File: config.mk
export PLATFORM = sky130hd
export DESIGN_NAME = systolic_feeder_flat
export DESIGN_NICKNAME = d
export VERILOG_FILES = /design/src/rtl/feeder_pkg.sv /design/src/rtl/systolic_feeder_if.sv /design/src/rtl/skew_lane.sv /design/src/rtl/systolic_feeder.sv /design/src/flat_wrapper.sv
export SDC_FILE = /design/constraint.sdc
export NUM_CORES = 1
export LEC_CHECK = 0
export ABC_AREA = 1
export CAP_MARGIN = 20
export CORE_MARGIN = 1
export CORE_UTILIZATION = 57
export CTS_CLUSTER_SIZE = 30
export DETAILED_ROUTE_END_ITERATION = 10
export PLACE_DENSITY_LB_ADDON = 0.25
export SLEW_MARGIN = 20
export SYNTH_ARGS = -nofsm -noshare
export SYNTH_HDL_FRONTEND = slang
export SYNTH_SLANG_ARGS = --single-unit
File: constraint.sdc
create_clock -name clk -period 6.17 [get_ports clk]
set_input_delay 0.9255 -clock clk [delete_from_list [all_inputs] [get_ports clk]]
set_output_delay 0.9255 -clock clk [all_outputs]
set_load 0.01 [all_outputs]
File: src/rtl/feeder_pkg.sv
// Shared definitions for the systolic array operand feeder.
// ROWS / COLS : default array geometry (west lanes / north lanes)
// RAM_DEPTH   : operand BRAM depth; ADDR_W is derived from it
// state_e     : feeder FSM states
// clogb2      : ceil(log2(value)), used to size counters
package feeder_pkg;

    localparam int unsigned ROWS      = 4;
    localparam int unsigned COLS      = 4;
    localparam int unsigned RAM_DEPTH = 128;

    function automatic int unsigned clogb2(input int unsigned value);
        int unsigned v;
        int unsigned r;
        v = (value > 0) ? value - 1 : 0;
        r = 0;
        while (v > 0) begin
            r++;
            v = v >> 1;
        end
        return r;
    endfunction

    localparam int unsigned ADDR_W = clogb2(RAM_DEPTH);

    typedef enum logic [1:0] {
        StIdle,
        StRun,
        StDrain,
        StFin
    } state_e;

endpackage

File: src/rtl/systolic_feeder_if.sv
// Control and BRAM-side bus of the systolic feeder.
// master : issues start/k_len/base_w/base_n, observes addresses, valids and status
// slave  : the feeder itself
interface systolic_feeder_if #(
    parameter int unsigned ROWS   = feeder_pkg::ROWS,
    parameter int unsigned COLS   = feeder_pkg::COLS,
    parameter int unsigned ADDR_W = feeder_pkg::ADDR_W
);
    logic              start;
    logic [ADDR_W:0]   k_len;
    logic [ADDR_W-1:0] base_w;
    logic [ADDR_W-1:0] base_n;
    logic [ADDR_W-1:0] addrb_w [0:ROWS-1];
    logic [ADDR_W-1:0] addrb_n [0:COLS-1];
    logic [ROWS-1:0]   valid_w;
    logic [COLS-1:0]   valid_n;
    logic              acc_clr;
    logic              busy;
    logic              done;

    modport master (
        output start, k_len, base_w, base_n,
        input  addrb_w, addrb_n, valid_w, valid_n, acc_clr, busy, done
    );

    modport slave (
        input  start, k_len, base_w, base_n,
        output addrb_w, addrb_n, valid_w, valid_n, acc_clr, busy, done
    );
endinterface

File: src/rtl/skew_lane.sv
// One skewed operand lane: lane LANE is active for steps LANE .. LANE+K-1 and
// reads base + (step - LANE). The address register is loaded with the step that
// will be current next cycle, so address step t appears in cycle t+1.
// clk_i, rst_ni : clock, async active-low reset
// run_i         : next-cycle FSM state is RUN
// step_i        : next-cycle step counter
// k_len_i       : latched (clamped) inner dimension
// base_i        : latched operand base address
// addr_o        : BRAM read address (held while inactive)
// valid_o       : lane-active flag delayed by the BRAM read latency
module skew_lane #(
    parameter int unsigned ADDR_W = 7,
    parameter int unsigned T_W    = 9,
    parameter int unsigned LANE   = 0
) (
    input  logic              clk_i,
    input  logic              rst_ni,
    input  logic              run_i,
    input  logic [T_W-1:0]    step_i,
    input  logic [ADDR_W:0]   k_len_i,
    input  logic [ADDR_W-1:0] base_i,
    output logic [ADDR_W-1:0] addr_o,
    output logic              valid_o
);
    localparam logic [T_W-1:0] OFFSET = T_W'(LANE);

    logic [T_W-1:0]    rel;
    logic              active_d, active_q;
    logic [ADDR_W-1:0] addr_d, addr_q;
    logic              valid_q;

    always_comb begin
        rel      = step_i - OFFSET;
        // rel < K together with step >= LANE is LANE <= step < LANE+K
        active_d = run_i && (step_i >= OFFSET) && (rel < T_W'(k_len_i));
        // truncation gives the modulo-2^ADDR_W wrap
        addr_d   = active_d ? (base_i + rel[ADDR_W-1:0]) : addr_q;
    end

    always_ff @(posedge clk_i or negedge rst_ni) begin
        if (!rst_ni) begin
            active_q <= 1'b0;
            addr_q   <= '0;
            valid_q  <= 1'b0;
        end else begin
            active_q <= active_d;
            addr_q   <= addr_d;
            valid_q  <= active_q;
        end
    end

    assign addr_o  = addr_q;
    assign valid_o = valid_q;

endmodule

File: src/rtl/systolic_feeder.sv
// Feeds a ROWS x COLS systolic array from operand BRAMs with the diagonal skew
// the array needs, then waits for the last operands to drain through.
// clk : clock (rising edge)
// rst : async active-low reset
// bus : slave side of systolic_feeder_if (start/k_len/bases in, addresses,
//       valid masks, acc_clr, busy, done out)
module systolic_feeder
    import feeder_pkg::state_e;
    import feeder_pkg::StIdle;
    import feeder_pkg::StRun;
    import feeder_pkg::StDrain;
    import feeder_pkg::StFin;
    import feeder_pkg::clogb2;
#(
    parameter int unsigned ROWS   = feeder_pkg::ROWS,
    parameter int unsigned COLS   = feeder_pkg::COLS,
    parameter int unsigned ADDR_W = feeder_pkg::ADDR_W
) (
    input logic              clk,
    input logic              rst,
    systolic_feeder_if.slave bus
);
    localparam int unsigned MAX_LANE = (ROWS > COLS) ? ROWS : COLS;
    localparam int unsigned K_MAX    = 1 << ADDR_W;
    localparam int unsigned T_W      = clogb2(K_MAX + ROWS + COLS) + 1;

    localparam logic [ADDR_W:0] K_LIM      = {1'b1, {ADDR_W{1'b0}}};
    localparam logic [T_W-1:0]  RUN_EXTRA  = T_W'(MAX_LANE - 1);
    localparam logic [T_W-1:0]  DRAIN_LAST = T_W'(ROWS + COLS - 2);

    state_e            state_d, state_q;
    logic [T_W-1:0]    t_d, t_q;
    logic [ADDR_W:0]   k_d, k_q;
    logic [ADDR_W-1:0] bw_d, bw_q;
    logic [ADDR_W-1:0] bn_d, bn_q;
    logic              acc_clr_d, acc_clr_q;
    logic [ADDR_W:0]   k_clamped;
    logic              run_d;

    assign k_clamped = (bus.k_len > K_LIM) ? K_LIM : bus.k_len;

    always_comb begin
        state_d   = state_q;
        t_d       = t_q;
        k_d       = k_q;
        bw_d      = bw_q;
        bn_d      = bn_q;
        acc_clr_d = 1'b0;
        unique case (state_q)
            StIdle: begin
                if (bus.start) begin
                    k_d       = k_clamped;
                    bw_d      = bus.base_w;
                    bn_d      = bus.base_n;
                    acc_clr_d = 1'b1;
                    t_d       = '0;
                    state_d   = (k_clamped == '0) ? StFin : StRun;
                end
            end
            StRun: begin
                // RUN covers steps 0 .. K+MAX_LANE-2
                if (t_q + T_W'(1) == T_W'(k_q) + RUN_EXTRA) begin
                    state_d = StDrain;
                    t_d     = '0;
                end else begin
                    t_d = t_q + T_W'(1);
                end
            end
            StDrain: begin
                if (t_q == DRAIN_LAST) begin
                    state_d = StFin;
                    t_d     = '0;
                end else begin
                    t_d = t_q + T_W'(1);
                end
            end
            StFin: begin
                // An empty pass lands here while the clear pulse is still out;
                // hold one more cycle so done never coincides with acc_clr.
                if (!acc_clr_q) begin
                    state_d = StIdle;
                end
            end
            default: state_d = StIdle;
        endcase
    end

    always_ff @(posedge clk or negedge rst) begin
        if (!rst) begin
            state_q   <= StIdle;
            t_q       <= '0;
            k_q       <= '0;
            bw_q      <= '0;
            bn_q      <= '0;
            acc_clr_q <= 1'b0;
        end else begin
            state_q   <= state_d;
            t_q       <= t_d;
            k_q       <= k_d;
            bw_q      <= bw_d;
            bn_q      <= bn_d;
            acc_clr_q <= acc_clr_d;
        end
    end

    assign run_d       = (state_d == StRun);
    assign bus.acc_clr = acc_clr_q;
    assign bus.busy    = (state_q != StIdle);
    assign bus.done    = (state_q == StFin) && !acc_clr_q;

    logic [ROWS-1:0] vw;
    logic [COLS-1:0] vn;

    for (genvar i = 0; i < ROWS; i++) begin : g_west
        logic [ADDR_W-1:0] addr;
        skew_lane #(
            .ADDR_W (ADDR_W),
            .T_W    (T_W),
            .LANE   (i)
        ) u_lane (
            .clk_i   (clk),
            .rst_ni  (rst),
            .run_i   (run_d),
            .step_i  (t_d),
            .k_len_i (k_d),
            .base_i  (bw_d),
            .addr_o  (addr),
            .valid_o (vw[i])
        );
        assign bus.addrb_w[i] = addr;
    end

    for (genvar j = 0; j < COLS; j++) begin : g_north
        logic [ADDR_W-1:0] addr;
        skew_lane #(
            .ADDR_W (ADDR_W),
            .T_W    (T_W),
            .LANE   (j)
        ) u_lane (
            .clk_i   (clk),
            .rst_ni  (rst),
            .run_i   (run_d),
            .step_i  (t_d),
            .k_len_i (k_d),
            .base_i  (bn_d),
            .addr_o  (addr),
            .valid_o (vn[j])
        );
        assign bus.addrb_n[j] = addr;
    end

    assign bus.valid_w = vw;
    assign bus.valid_n = vn;

endmodule

File: src/flat_wrapper.sv
// flat-port wrapper written by rule: the top's interface ports become plain ports
module systolic_feeder_flat import feeder_pkg::state_e; import feeder_pkg::StIdle; import feeder_pkg::StRun; import feeder_pkg::StDrain; import feeder_pkg::StFin; import feeder_pkg::clogb2;
#(
    parameter int unsigned ROWS   = feeder_pkg::ROWS,
    parameter int unsigned COLS   = feeder_pkg::COLS,
    parameter int unsigned ADDR_W = feeder_pkg::ADDR_W
)
  (clk, rst, bus_start, bus_k_len, bus_base_w, bus_base_n, bus_addrb_w, bus_addrb_n, bus_valid_w, bus_valid_n, bus_acc_clr, bus_busy, bus_done);
  systolic_feeder_if #(.ROWS(ROWS), .COLS(COLS), .ADDR_W(ADDR_W)) bus_i ();
  input logic clk;
  input logic rst;
  input wire logic [$bits(bus_i.start)-1:0] bus_start;
  input wire logic [$bits(bus_i.k_len)-1:0] bus_k_len;
  input wire logic [$bits(bus_i.base_w)-1:0] bus_base_w;
  input wire logic [$bits(bus_i.base_n)-1:0] bus_base_n;
  output wire logic [$bits(bus_i.addrb_w)-1:0] bus_addrb_w;
  output wire logic [$bits(bus_i.addrb_n)-1:0] bus_addrb_n;
  output wire logic [$bits(bus_i.valid_w)-1:0] bus_valid_w;
  output wire logic [$bits(bus_i.valid_n)-1:0] bus_valid_n;
  output wire logic [$bits(bus_i.acc_clr)-1:0] bus_acc_clr;
  output wire logic [$bits(bus_i.busy)-1:0] bus_busy;
  output wire logic [$bits(bus_i.done)-1:0] bus_done;
  assign bus_i.start = bus_start;
  assign bus_i.k_len = bus_k_len;
  assign bus_i.base_w = bus_base_w;
  assign bus_i.base_n = bus_base_n;
  assign bus_addrb_w = {>>{bus_i.addrb_w}};
  assign bus_addrb_n = {>>{bus_i.addrb_n}};
  assign bus_valid_w = bus_i.valid_w;
  assign bus_valid_n = bus_i.valid_n;
  assign bus_acc_clr = bus_i.acc_clr;
  assign bus_busy = bus_i.busy;
  assign bus_done = bus_i.done;
  systolic_feeder #(.ROWS(ROWS), .COLS(COLS), .ADDR_W(ADDR_W)) u_core (.clk(clk), .rst(rst), .bus(bus_i));
endmodule
==> metrics.txt <==
Global Route Usage Sum=0.301; Detailed Place HPWL=between 15000 and 20000 um; vias in the first global route=6492; Die Area=0.0140 mm2; final slew viol count=0; CP Capture Point=u_core.g_west[1].u_lane.addr_o[4]; wire per inst=16.0 um; TritonCTS clock tree=done; Clock transition at path regs=0.08 ns; Clock Skew=0.0107 ns; type of the worst setup path=flip-flop to flip-flop; Root Buffer=clkbuf_16; first-pass iteration count of the detailed router=5; crit path launch type=flip-flop; EDFF count, synth=0; grt ovf=0; fin crit share=0.813; Distinct cells, synth=46; total wire length=20200 um; Clock Sinks=98; Inserted Clock Buffers=9; Worst R2R Setup Slack=1.15 ns; fraction of layout cells with a size suffix above 1=0.0878; Layout Area Growth over Synthesis=16.3%; setup bufs post-CTS=0; most common cell in the netlist=nand2_1; H-Tree Depth=3; most frequent cells after synthesis=nand2_1, inv_1, dfrtp_1, ha_1, nand3_1; RSZ-0062 raised after global routing=no; Core Area=0.0132 mm2; WHS=0.353 ns; M1 wire length=9000 um; Initial Util=0.584; met2 wire length=approximately 9400 um; met3 WL=1230 um; crit path time final=5.02 ns; Port Buffers=around 90; Placed Area=0.00871 mm2; first-pass GRT wire length=32800 um; top cells by area, synth=dfrtp_1, nand2_1, ha_1; RD Place Congestion=0.994; post-synth top area share=0.317; MaxCap Viol Count=0; largest fanout on the critical path=15; register bit count reported by yosys=98; Mapped Area=a little under 0.008 mm2; FF-to-FF End=u_core.g_west[1].u_lane.addr_o[4]; WP data arrival=5.27 ns; Die Ht=119 um; reg2reg start=u_core.t_q[0]; Remaining DRCs=0; syn avg cell area=7.75 um2; status=complete, no violations; 1st-iter DRT viols=479; row cnt=42; post-route cell area=between 0.009 and 0.01 mm2; highest metal used=met4; Worst-Margin Slew=1.15 ns; worst-case clock buffer depth=2; Final Hold Vio Count=0; worst hold stages=0; Synth area leader=dfrtp_1; Final TNS setup=0 ns; Via density=between 5 and 6; Synth async-reset ratio=1.00; Primary FF master, synth=dfrtp_1; I/O pins=92; crit path from=u_core.t_q[0]; initial antenna violation count=0; # setup viols final=0; Hold WC Path Type=flip-flop to flip-flop; f_max=between 150 and 200 MHz; Die Span X=~120 um; FF-to-FF path depth=27; Final Net Count=1191; clock latency at the later pin of the worst-skew pair=around 0.36 ns; Hold Startpoint=u_core.g_west[1].u_lane.active_q; Post-Syn Instances=999; Seq/Total Area, Yosys=0.317; via count=6852; YS warnings=0; Crit path required time=between 6 and 7 ns; Post-Syn Nets=1113; Core Util, Final=0.680; largest net degree at the start of global routing=between 60 and 70; Setup crit end kind=flip-flop; Post-CTS Hold Buffers=0; Resize count post-CTS=0; FILL cells=about 1100; Post-DRT Antenna Nets=0; worst rel slew slack=0.222
## per-stage QoR
stage	worst slack, ns	std cells
final	1.15	1259
after floorplan	1.71	999
after global routing	0.572	1258
after global placement	1.25	1242
after CTS	1.20	1258
after detailed placement	1.22	1242
## metal layers
| layer | track usage | vias up |
|---|---|---|
| met2 | 0.488 | 261 |
| met1 | 0.401 | 3175 |
| met5 | 0 | - |
| met4 | 0.134 | 0 |
| li1 | - | 3375 |
| met3 | 0.0420 | 41 |
## logic make-up (layout without fill, tap and decap cells)
family	count (synthesis)	after routing	synth area share
AO/OA/AOI/OAI	110	110	0.0810
XOR/XNOR	57	57	0.0673
adder cells (fa/ha/maj)	89	89	0.152
buffers and inverters	147	230	0.0820
flip-flops	98	98	0.317
other	0	1	0
AND/OR/NAND/NOR	498	498	0.301
## cells in the final DEF (no fill, tap or decap), drive strengths merged, types with 6 or more instances in the layout
cell	instances
nand2	310
inv	123
dfrtp	98
clkdlybuf4s50	90
nand3	83
ha	81
nor2	75
xor2	46
a21oi	43
o21ai	43
nand4	10
xnor2	10
clkbuf	10
nor3	9
fa	8
nand3b	6
## critical path, stage by stage (launching register included)
cell and delay, ns:
dfrtp_1 0.48, ha_1 0.33, nand2_2 0.14, nor2_4 0.12
nand3_1 0.09, nand2_2 0.08, nand2_2 0.09, o21ai_2 0.07
nand2_2 0.06, nor2_2 0.14, nand3_4 0.15, nand2_1 0.15
nand2_2 0.11, a21oi_1 0.44, buf_4 0.25, ha_1 0.19
xor2_1 0.34, ha_1 0.32, a21oi_1 0.13, nor3_1 0.06
a211oi_1 0.19, nand2_1 0.08, nand2_1 0.06, nand2_1 0.05
nand2_2 0.23, nand3_2 0.33, nand2_1 0.15, nand2_1 0.06
## how the worst min path moves through the flow
stage,endpoint,slack (ns)
2_1_floorplan,u_core.g_west[0].u_lane.valid_o,0.33
3_3_place_gp,u_core.g_west[2].u_lane.valid_o,0.33
3_5_place_dp,u_core.g_west[1].u_lane.valid_o,0.33
4_1_cts,u_core.g_west[1].u_lane.valid_o,0.35
5_1_grt,u_core.g_west[1].u_lane.valid_o,0.36
6_report,u_core.g_west[1].u_lane.valid_o,0.35
## cell type report
cell class                 count  area, um2  share of cell area
antenna                        1       2.50            0.000278
clock inverter                 6       55.1             0.00612
timing repair buffer          94        931               0.103
tap                          176        220              0.0245
multi-input combinational    754       4650               0.517
inverter                     120        450              0.0500
clock buffer                  10        239              0.0265
sequential                    98       2450               0.272
## sequential cells by signal, summed over array words and instances, names as in the netlist, 2 cells and up
name,cells
u_core.g_north.u_lane.addr_o,28
u_core.g_west.u_lane.addr_o,28
u_core.t_q,9
u_core.k_q,8
u_core.bn_q,7
u_core.bw_q,7
u_core.g_west.u_lane.active_q,4
u_core.g_west.u_lane.valid_o,4
u_core.state_q,2
Power is not shown: default switching activity piles up to over one toggle a cycle in this logic, so the estimate is an artifact.
